## config.mk

```make
export PLATFORM = sky130hd
export DESIGN_NAME = update_state_seq
export DESIGN_NICKNAME = d
export VERILOG_FILES = /design/src/rtl/cube_pkg.sv /design/src/rtl/cube_turn.sv /design/src/rtl/update_state_seq.sv
export SDC_FILE = /design/constraint.sdc
export NUM_CORES = 1
export LEC_CHECK = 0
export BUFFER_PORTS_ARGS = -buffer_cell sky130_fd_sc_hd__buf_4
export CAP_MARGIN = 20
export CORE_AREA = 8 8 203 351
export DETAILED_ROUTE_END_ITERATION = 8
export DIE_AREA = 0 0 211 359
export PLACE_DENSITY = 0.66
export SLEW_MARGIN = 10
export SYNTH_ARGS = -nofsm -noshare
export SYNTH_HDL_FRONTEND = slang
export SYNTH_SLANG_ARGS = --single-unit
```

## constraint.sdc

```tcl
create_clock -name clock -period 3.5 [get_ports clock]
set_input_delay 0.35 -clock clock [delete_from_list [all_inputs] [get_ports clock]]
set_output_delay 0.35 -clock clock [all_outputs]
set_load 0.02 [all_outputs]
```

## src/rtl/cube_pkg.sv

```systemverilog
// cube_pkg: cube sticker encoding, move codes and the face-turn permutation helper
package cube_pkg;
  localparam int STICKER_W = 3;
  localparam int FACE_W = 9 * STICKER_W;
  localparam int CUBE_W = 6 * FACE_W;
  localparam int FACE_U = 0;
  localparam int FACE_R = 1;
  localparam int FACE_F = 2;
  localparam int FACE_D = 3;
  localparam int FACE_L = 4;
  localparam int FACE_B = 5;
  localparam logic [3:0] MV_END = 4'd0;
  localparam logic [3:0] MV_NOP = 4'd1;
  localparam logic [3:0] MV_R = 4'd2;
  localparam logic [3:0] MV_RI = 4'd3;
  localparam logic [3:0] MV_U = 4'd4;
  localparam logic [3:0] MV_UI = 4'd5;
  localparam logic [3:0] MV_F = 4'd6;
  localparam logic [3:0] MV_FI = 4'd7;
  localparam logic [3:0] MV_L = 4'd8;
  localparam logic [3:0] MV_LI = 4'd9;
  localparam logic [3:0] MV_B = 4'd10;
  localparam logic [3:0] MV_BI = 4'd11;
  localparam logic [3:0] MV_D = 4'd12;
  localparam logic [3:0] MV_DI = 4'd13;
  // face turned by codes 2..13, indexed by code[3:1]-1
  localparam int TURN_FACE [6] = '{FACE_R, FACE_U, FACE_F, FACE_L, FACE_B, FACE_D};
  // adjacent sticker ring per face; a clockwise turn moves entry i to entry i+3
  localparam int RING [6][12] = '{
    '{18, 19, 20, 36, 37, 38, 45, 46, 47,  9, 10, 11},
    '{20, 23, 26,  2,  5,  8, 51, 48, 45, 29, 32, 35},
    '{ 6,  7,  8,  9, 12, 15, 29, 28, 27, 44, 41, 38},
    '{24, 25, 26, 15, 16, 17, 51, 52, 53, 42, 43, 44},
    '{ 0,  3,  6, 18, 21, 24, 27, 30, 33, 53, 50, 47},
    '{ 0,  1,  2, 42, 39, 36, 35, 34, 33, 11, 14, 17}};

  function automatic logic is_rotation(input logic [3:0] code);
    return code >= MV_R && code <= MV_DI;
  endfunction

  function automatic logic [CUBE_W-1:0] rotate_face(input logic [CUBE_W-1:0] s, input int f, input logic ccw);
    rotate_face = s;
    for (int i = 0; i < 9; i++)
      rotate_face[(f*9+i)*STICKER_W +: STICKER_W] =
        s[(f*9+(ccw ? (i%3)*3+2-i/3 : (2-i%3)*3+i/3))*STICKER_W +: STICKER_W];
    for (int i = 0; i < 12; i++)
      rotate_face[RING[f][ccw ? i : (i+3)%12]*STICKER_W +: STICKER_W] =
        s[RING[f][ccw ? (i+3)%12 : i]*STICKER_W +: STICKER_W];
  endfunction
endpackage

```

## src/rtl/cube_turn.sv

```systemverilog
// cube_turn: combinational single quarter-turn of the cube state for one move code
module cube_turn
  import cube_pkg::*;
(
  input  logic [CUBE_W-1:0] state,
  input  logic [3:0]        code,
  output logic [CUBE_W-1:0] next_state
);
  logic [CUBE_W-1:0] rot [6][2];
  logic [2:0] sel;
  for (genvar g = 0; g < 6; g++) begin : g_face
    for (genvar d = 0; d < 2; d++) begin : g_dir
      assign rot[g][d] = rotate_face(state, TURN_FACE[g], d == 1);
    end
  end
  always_comb begin
    sel = is_rotation(code) ? code[3:1] - 3'd1 : 3'd0;
    next_state = is_rotation(code) ? rot[sel][code[0]] : state;
  end
endmodule

```

## src/rtl/update_state_seq.sv

```systemverilog
// update_state_seq: applies a latched move list to a latched cube state, one move per clock
module update_state_seq
  import cube_pkg::*;
#(
  parameter int MAX_MOVES = 50,
  parameter int MOVE_W = 4
) (
  input  logic                          clock,
  input  logic                          reset,
  input  logic [MAX_MOVES*MOVE_W-1:0]   moves,
  input  logic                          new_moves_ready,
  input  logic [CUBE_W-1:0]             cubestate,
  output logic [CUBE_W-1:0]             cubestate_updated,
  output logic                          state_updated,
  output logic                          busy,
  output logic [6:0]                    moves_applied
);
  localparam int LIST_W = MAX_MOVES * MOVE_W;
  localparam logic [6:0] LAST = 7'(MAX_MOVES - 1);
  typedef enum logic {IDLE, MOVING} fsm_t;
  fsm_t fsm;
  logic [LIST_W-1:0] list;
  logic [CUBE_W-1:0] work, turned;
  logic [6:0] pos;
  logic [3:0] code;
  assign code = 4'(list[LIST_W-1 -: MOVE_W]);
  assign busy = fsm == MOVING;
  cube_turn u_turn (.state(work), .code(code), .next_state(turned));
  always_ff @(posedge clock) begin
    if (reset) begin
      fsm <= IDLE;
      list <= '0;
      work <= '0;
      pos <= '0;
      cubestate_updated <= '0;
      state_updated <= 1'b0;
      moves_applied <= '0;
    end else begin
      state_updated <= 1'b0;
      if (fsm == IDLE) begin
        if (new_moves_ready) begin
          list <= moves;
          work <= cubestate;
          pos <= '0;
          moves_applied <= '0;
          fsm <= MOVING;
        end
      end else begin
        list <= list << MOVE_W;
        pos <= pos + 7'd1;
        work <= turned;
        if (is_rotation(code)) moves_applied <= moves_applied + 7'd1;
        if (code == MV_END || pos == LAST) begin
          cubestate_updated <= turned;
          state_updated <= 1'b1;
          fsm <= IDLE;
        end
      end
    end
  end
endmodule

```

==> implementation parameters, run 1 <==
Parameter                              Value

Outcome
  Result of the run ... finished clean

Placed design
  Total half-perimeter wirelength after legalization and detailed placement ... 118700 um
  Final weighted congestion of routability-driven global placement ... 1.085
  Number of placed instances, taps included ... 4821
  Count of port buffers added during placement ... 535

Floorplan
  Placement Rows ... 126
  Die area ... 75750 um^2
  Die height ... 359 um
  Initial Utilization ... 0.4431
  Die width ... 211 um
  Core ar. ... 66690 um^2
  Number of ports placed on the die boundary ... 536

Critical path
  CP max FO ... 30
  Data required time of the worst path ... 4.02 ns
  Crit path launch type ... flip-flop
  Capturing element type of the critical path ... flip-flop
  Critical path class ... flip-flop to flip-flop
  Worst Path Arrival ... 3.86 ns

Power and ir drop
  Leakage component of the power ... 14.59 nW
  Power per unit of standard cell area ... 532.4 nW/um^2
  Worst-case vdd ir drop ... 534.1 uV

Clocking
  Number of buffers inserted during clock tree synthesis ... 52
  Maximum clock insertion buffer count ... 3
  Reg clk slew, reported paths ... 0.07 ns
  Buffer type at the clock tree root ... sky130_fd_sc_hd__clkbuf_16
  H-tree levels ... 2
  TritonCTS clock tree ... yes
  Latest clock arrival within the worst-skew pair ... 0.66 ns
  Clock tree sinks ... 540

Routing
  Number of DRC violations after detailed-routing iteration 0 ... 2897
  DR WL/cell ... 33.45 um
  Remaining DRCs ... 0
  First-pass detailed-route iteration total ... 6
  Vias after detailed routing ... 31850
  Ratio of routed vias to standard cells ... 6.442
  Wire length after detailed routing ... 165400 um
  Detail Route Antenna Nets ... 0

Finish
  Final std cells w/o fill ... 4944
  Core occupancy in the finished layout ... 0.5500
  Number of fill cells ... 6445
  Layout overhead on the synthesized area ... 24.12%
  Layout cell share with drive strength beyond 1 ... 0.2224
  Fin nets ... 4374

Synth
  Total of flip-flops plus latches after synthesis ... 540
  Post-synth EDFFs ... 0
  Post-synthesis sequential area ratio ... 0.3658
  Synth Instances ... 3601
  Syn nets ... 3971
  Combined area of all synthesized cells ... 29550 um^2
  YS warnings ... 0
  Share of flip-flops with an asynchronous set or reset after synthesis ... 0
  Average size of a mapped cell ... 8.207 um^2
  Post-synth top flop ... sky130_fd_sc_hd__dfxtp_1
  Cell variety after synth ... 83

Timing
  Max-slew violations ... 0
  Achievable Freq ... 0.2995 GHz
  Final setup violation count ... 0
  Setup repair after global routing missed its margin ... no
  Period Utilization, post-route ... 0.9541
  Final worst clock skew ... 0.02742 ns
  TNS Setup ... 0 ns
  Relative slew slack ... 0.2686
  Minimum clock period after layout ... 3.339 ns
  Slew at the pin closest to its max-slew limit ... 1.087 ns
  Final-report hold violation count ... 0

GRT
  All-Layer GR Usage ... 0.4234
  Vias in the first global route ... 31710
  Initial antenna violation count ... 12
  First-pass GRT wire length ... 233300 um
  Pin count of the biggest net entering global routing ... 184
  Grt ovf ... 0

Flow run
  Max-cap violations ... 0

Worst hold path
  Worst hold path type ... input pin to flip-flop
## power by group
group          leakage [nW]  internal (W)  switching [W]
Clock                 0.841       0.00328        0.00267
Sequential             4.44       0.00668        0.00102
Combinational          9.31       0.00218        0.00369
Total                  14.6        0.0121        0.00738
## worst paths after layout
kind | startpoint | endpoint | slack (ns) | cells after the start
hold reg to reg | work[122]$_SDFFE_PP0P_ | cubestate_updated[122]$_SDFFE_PP0P_ | 0.48 | 1
setup / recovery | list[197]$_SDFFE_PP0P_ | cubestate_updated[56]$_SDFFE_PP0P_ | 0.16 | 10
hold / removal | cubestate[7] | work[7]$_SDFFE_PP0P_ | 0.002 | 3
setup reg to reg | list[197]$_SDFFE_PP0P_ | cubestate_updated[56]$_SDFFE_PP0P_ | 0.16 | 10
## Yosys cell counts (all sizes together) (11+ instances only)
| cell type | number | area, um^2 |
|---|---|---|
| nor2 | 666 | 2510 |
| mux2i | 296 | 2963 |
| o211a | 12 | 120.1 |
| o211ai | 11 | 87.58 |
| o21a | 12 | 90.09 |
| a22o | 21 | 183.9 |
| or2 | 11 | 68.82 |
| clkbuf | 239 | 897.1 |
| nor3 | 25 | 136.4 |
| a21o | 15 | 113.9 |
| inv | 26 | 97.59 |
| a311oi | 51 | 446.7 |
| nand3 | 29 | 157.7 |
| o22ai | 67 | 425.4 |
| dfxtp | 540 | 10810 |
| o221a | 15 | 168.9 |
| a31oi | 11 | 83.83 |
| a22oi | 82 | 615.6 |
| nand2b | 11 | 76.32 |
| nand2 | 193 | 729.5 |
| a211oi | 336 | 2532 |
| a221oi | 42 | 374.1 |
| buf | 142 | 755.7 |
| nor2b | 118 | 738.2 |
| o21ai | 67 | 357.8 |
| o32ai | 11 | 103.9 |
| mux4 | 32 | 720.7 |
| o221ai | 12 | 105.1 |
| a21oi | 368 | 1857 |
## cells in the final DEF, fill, tap and decap left out, types with 10 or more instances in the layout
cell type / count
sky130_fd_sc_hd__nor2_1: 659
sky130_fd_sc_hd__inv_1: 26
sky130_fd_sc_hd__o221a_2: 15
sky130_fd_sc_hd__o21ai_0: 58
sky130_fd_sc_hd__dlygate4sd3_1: 22
sky130_fd_sc_hd__o211ai_1: 10
sky130_fd_sc_hd__a21o_1: 13
sky130_fd_sc_hd__dfxtp_1: 538
sky130_fd_sc_hd__o221ai_1: 11
sky130_fd_sc_hd__o211a_1: 12
sky130_fd_sc_hd__clkbuf_16: 52
sky130_fd_sc_hd__nor2b_1: 117
sky130_fd_sc_hd__nor3_1: 24
sky130_fd_sc_hd__o32ai_1: 10
sky130_fd_sc_hd__a31oi_1: 10
sky130_fd_sc_hd__mux4_2: 32
sky130_fd_sc_hd__a311oi_1: 51
sky130_fd_sc_hd__buf_4: 680
sky130_fd_sc_hd__a221oi_1: 41
sky130_fd_sc_hd__buf_12: 22
sky130_fd_sc_hd__o31ai_1: 10
sky130_fd_sc_hd__a211oi_1: 334
sky130_fd_sc_hd__a22oi_1: 82
sky130_fd_sc_hd__mux2i_1: 296
sky130_fd_sc_hd__a221o_1: 10
sky130_fd_sc_hd__o22ai_1: 65
sky130_fd_sc_hd__nand2_1: 191
sky130_fd_sc_hd__nand3_1: 28
sky130_fd_sc_hd__nand2b_1: 10
sky130_fd_sc_hd__a21oi_1: 362
sky130_fd_sc_hd__a22o_1: 21
sky130_fd_sc_hd__o21a_1: 11
## per-layer routing
metal	track usage	vias to the layer above	part of all wire
li1	-	14060	-
met1	0.4096	15170	0.32
met2	0.6663	1809	0.45
met3	0.1756	799	0.11
met4	0.4118	12	0.12
met5	0.001325	-	0.00051
## critical path, stage by stage, from the launching register on
cell                      delay, ns
sky130_fd_sc_hd__dfxtp_1       0.36
sky130_fd_sc_hd__buf_4         0.36
sky130_fd_sc_hd__or3_1         0.45
sky130_fd_sc_hd__o21ai_4       0.16
sky130_fd_sc_hd__buf_12        0.20
sky130_fd_sc_hd__buf_4         0.24
sky130_fd_sc_hd__nand2_1       0.11
sky130_fd_sc_hd__a21oi_1       0.11
sky130_fd_sc_hd__nor4_1        0.93
sky130_fd_sc_hd__or3_1         0.22
sky130_fd_sc_hd__a21oi_1       0.06
## metrics by stage
| step | hold slack [ns] | setup slack, ns | power, W | area (um^2) |
|---|---|---|---|---|
| 4_1_cts | 0.009504 | 0.09571 | 0.01921 | 36620 |
| 3_5_place_dp | 0.4511 | 0.1427 | 0.01331 | 34670 |
| 6_report | 0.001997 | 0.1606 | 0.01953 | 36680 |
| 3_3_place_gp | 0.4458 | 0.1520 | 0.01328 | 34640 |
| 5_1_grt | 0.005806 | 0.06773 | 0.02007 | 36670 |
| 2_1_floorplan | 0.4433 | 0.7441 | 0.01049 | 29550 |
## layout make-up
class / count / area (um^2) / area share
sequential: 540 / 10820 / 0.2949
inverter: 26 / 97.59 / 0.002661
multi-input combinational: 2654 / 17050 / 0.4648
clock buffer: 69 / 1445 / 0.03940
timing repair buffer: 730 / 5853 / 0.1596
antenna: 5 / 12.51 / 0.0003411
tap: 896 / 1121 / 0.03056
clock inverter: 24 / 284.0 / 0.007743
## flip-flops by register name, summed over array words and instances, names as in the netlist
name and cells:
cubestate_updated 162, busy 1, pos 7, moves_applied 7, state_updated 1, list 200
work 162
## kinds of logic after synthesis
family / share of synthesized area
compound gates: 0.2872
xor+xnor: 0.0002964
fa+ha+maj: 0.002117
buf+inv: 0.05923
flops: 0.3658
mux: 0.1281
simple gates: 0.1572
## repair_timing
action	4_1_cts	5_1_grt
gates resized for setup	0	3
buffers inserted	0	0
hold buffers	22	0
setup endpoints to repair	0	8
hold endpoints to repair	22	0
(Power assumes the default switching activity.)
==> run 2, diff against run 1 <==
Settings changed: CORE_AREA 8 8 203 351 to 8 8 199 343, DIE_AREA 0 0 211 359 to 0 0 207 351, PLACE_DENSITY 0.66 to 0.69.
==> run 2 against run 1 <==
Worst setup slack worse by 0.072 ns. Core utilization increased by 2.4 points. Worst hold slack gained 0.0058 ns. Non-clock buffer count increased by 12.
==> implementation parameters, run 2 (synthesized netlist as in run 1, its figures left out) <==
Parameter                              Value

Critical path
  CP max FO ... 57
  Cell Chain, Critical Path ... ha_1, nand2b_4, a21oi_4, buf_12, a221oi_1, a31oi_1, a32o_1, a21oi_1, a211oi_1
  Critical path class ... flip-flop to flip-flop
  Worst Path Arrival ... 3.97 ns
  Register-to-register setup slack ... 0.09 ns
  R2R cell count ... 9
  Slowest CP cell ... sky130_fd_sc_hd__a31oi_1
  Reg2reg start ... list[197]$_SDFFE_PP0P_
  Data required time of the worst path ... 4.06 ns
  Capturing element type of the critical path ... flip-flop
  Reg-to-reg endpoint ... cubestate_updated[83]$_SDFFE_PP0P_
  Crit path launch type ... flip-flop
  Max stage delay on crit path ... 0.78 ns

Timing
  Period Utilization, post-route ... 0.9746
  Setup repair after global routing missed its margin ... no
  Achievable Freq ... 0.2932 GHz
  Final worst clock skew ... 0.01378 ns
  Max-slew violations ... 0
  Final-report hold violation count ... 0
  Relative slew slack ... 0.2134
  Minimum clock period after layout ... 3.411 ns
  Final setup violation count ... 0
  TNS Setup ... 0 ns
  Slew at the pin closest to its max-slew limit ... 1.177 ns

Routing
  Number of DRC violations after detailed-routing iteration 0 ... 3257
  Remaining DRCs ... 0
  Vias after detailed routing ... 32320
  DR WL/cell ... 34.36 um
  Detail Route Antenna Nets ... 0
  Wire length after detailed routing ... 167400 um
  Ratio of routed vias to standard cells ... 6.632
  First-pass detailed-route iteration total ... 7

Clocking
  Maximum clock insertion buffer count ... 3
  Clock tree sinks ... 540
  Reg clk slew, reported paths ... 0.06 ns
  Buffer type at the clock tree root ... sky130_fd_sc_hd__clkbuf_16
  TritonCTS clock tree ... yes
  Post-CTS Setup Repair Bufs ... 0
  H-tree levels ... 2
  Latest clock arrival within the worst-skew pair ... 0.65 ns
  Number of buffers inserted during clock tree synthesis ... 50

Power and ir drop
  Leakage component of the power ... 14.62 nW
  Worst-case vdd ir drop ... 458.0 uV
  Power per unit of standard cell area ... 529.7 nW/um^2

GRT
  Grt ovf ... 0
  All-Layer GR Usage ... 0.4414
  Initial antenna violation count ... 14
  First-pass GRT wire length ... 233200 um
  Pin count of the biggest net entering global routing ... 186
  Vias in the first global route ... 31800

Worst hold path
  Launch instance of the worst min-delay path ... cubestate[7]
  Worst Hold Path Cells ... 3
  Worst hold path type ... input pin to flip-flop
  Endpoint, Worst Hold ... work[7]$_SDFFE_PP0P_

Finish
  Number of fill cells ... 5766
  Layout cell share with drive strength beyond 1 ... 0.2236
  Leading registers by flop count ... list (200), cubestate_updated (162), work (162)
  Largest register FFs ... 200
  Fin nets ... 4384
  Most frequent standard cell in the layout excluding fill and tap cells ... sky130_fd_sc_hd__buf_4
  Final std cells w/o fill ... 4873
  Top library cells by usage in the layout, fill and taps aside ... 698 x sky130_fd_sc_hd__buf_4, 660 x sky130_fd_sc_hd__nor2_1, 538 x sky130_fd_sc_hd__dfxtp_1
  Largest reg by FF count ... list
  Layout overhead on the synthesized area ... 23.71%

Placed design
  Number of placed instances, taps included ... 4752
  Total half-perimeter wirelength after legalization and detailed placement ... 121300 um
  Count of port buffers added during placement ... 535
  Final weighted congestion of routability-driven global placement ... 1.129

Flow run
  Max-cap violations ... 0

Floorplan
  Die height ... 351 um
  Initial Utilization ... 0.4638
  Placement Rows ... 123
  Die width ... 207 um
  Core ar. ... 63710 um^2
  Number of ports placed on the die boundary ... 536
  Die area ... 72660 um^2

Outcome
  Result of the run ... finished clean
-- run 2: cell types whose count changed in the layout (fill, tap and decap cells not counted), moves of 5 or more --
cell and change:
sky130_fd_sc_hd__buf_4 +18, sky130_fd_sc_hd__clkbuf_8 +6, sky130_fd_sc_hd__clkinvlp_4 -5, sky130_fd_sc_hd__diode_2 +5
-- run 2: area by class of cell --
type,count,area (um^2),area share
Sequential cell,540,10820,0.2959
Clock inverter,17,193.9,0.005305
Tap cell,812,1016,0.02779
Timing Repair Buffer,742,5891,0.1611
Clock buffer,72,1484,0.04059
Multi-Input combinational cell,2654,17030,0.4659
Inverter,26,97.59,0.002670
Antenna cell,10,25.02,0.0006845
-- run 2: worst max-delay path by stage --
| stage | slack [ns] | to | from | depth (start not counted) |
|---|---|---|---|---|
| after detailed placement | 0.02 | work[22]$_SDFFE_PP0P_ | list[197]$_SDFFE_PP0P_ | 9 |
| after CTS | 0.27 | work[22]$_SDFFE_PP0P_ | list[197]$_SDFFE_PP0P_ | 9 |
| after floorplan | 0.74 | cubestate_updated[159]$_SDFFE_PP0P_ | list[197]$_SDFFE_PP0P_ | 12 |
| after global routing | 0.05 | work[42]$_SDFFE_PP0P_ | list[198]$_SDFFE_PP0P_ | 9 |
| final | 0.09 | cubestate_updated[83]$_SDFFE_PP0P_ | list[197]$_SDFFE_PP0P_ | 9 |
| after global placement | 0.11 | work[59]$_SDFFE_PP0P_ | list[197]$_SDFFE_PP0P_ | 10 |
-- run 2: through the flow --
| step | power, W | hold WS, ns | setup WS, ns | utilization | area [um^2] |
|---|---|---|---|---|---|
| after floorplan | 0.01049 | 0.4433 | 0.7441 | - | 29550 |
| after global placement | 0.01331 | 0.4457 | 0.1055 | 0.5435 | 34630 |
| after detailed placement | 0.01335 | 0.4515 | 0.01727 | 0.5435 | 34630 |
| after CTS | 0.01906 | 0.008162 | 0.2683 | 0.5734 | 36530 |
| after global routing | 0.01986 | 0.01335 | 0.04716 | 0.5734 | 36540 |
| final | 0.01937 | 0.007747 | 0.08903 | 0.5738 | 36560 |
-- run 2: power breakdown --
group	leakage, nW	switching (W)	internal [W]
sequential	4.44	0.000971	0.00668
clock	0.836	0.00258	0.00318
combinational	9.35	0.00379	0.00216
-- run 2: worst max-delay path, delay by kind of cell (launching register included) --
kind	cells	cell delay, ns
AND/OR/NAND/NOR	1	0.16
AO/OA/AOI/OAI	6	1.92
adder cells (fa/ha/maj)	1	0.40
buffers and inverters	1	0.35
flip-flops	1	0.47
-- run 2: timing repair --
| action | in CTS | in global routing |
|---|---|---|
| endpoints found under the hold margin | 22 | 0 |
| resized for setup | 1 | 0 |
| hold buffers | 22 | 0 |
| endpoints found under the setup margin | 3 | 0 |
-- run 2: per-layer routing --
layer | wire length [um] | up-vias | track usage | share of wire
met3 | 15080 | 745 | 0.1351 | 0.090
met5 | 79 | - | 0 | 0.00047
met2 | 78080 | 1915 | 0.7327 | 0.47
met4 | 19140 | 12 | 0.4252 | 0.11
li1 | - | 14050 | - | -
met1 | 55060 | 15600 | 0.4367 | 0.33
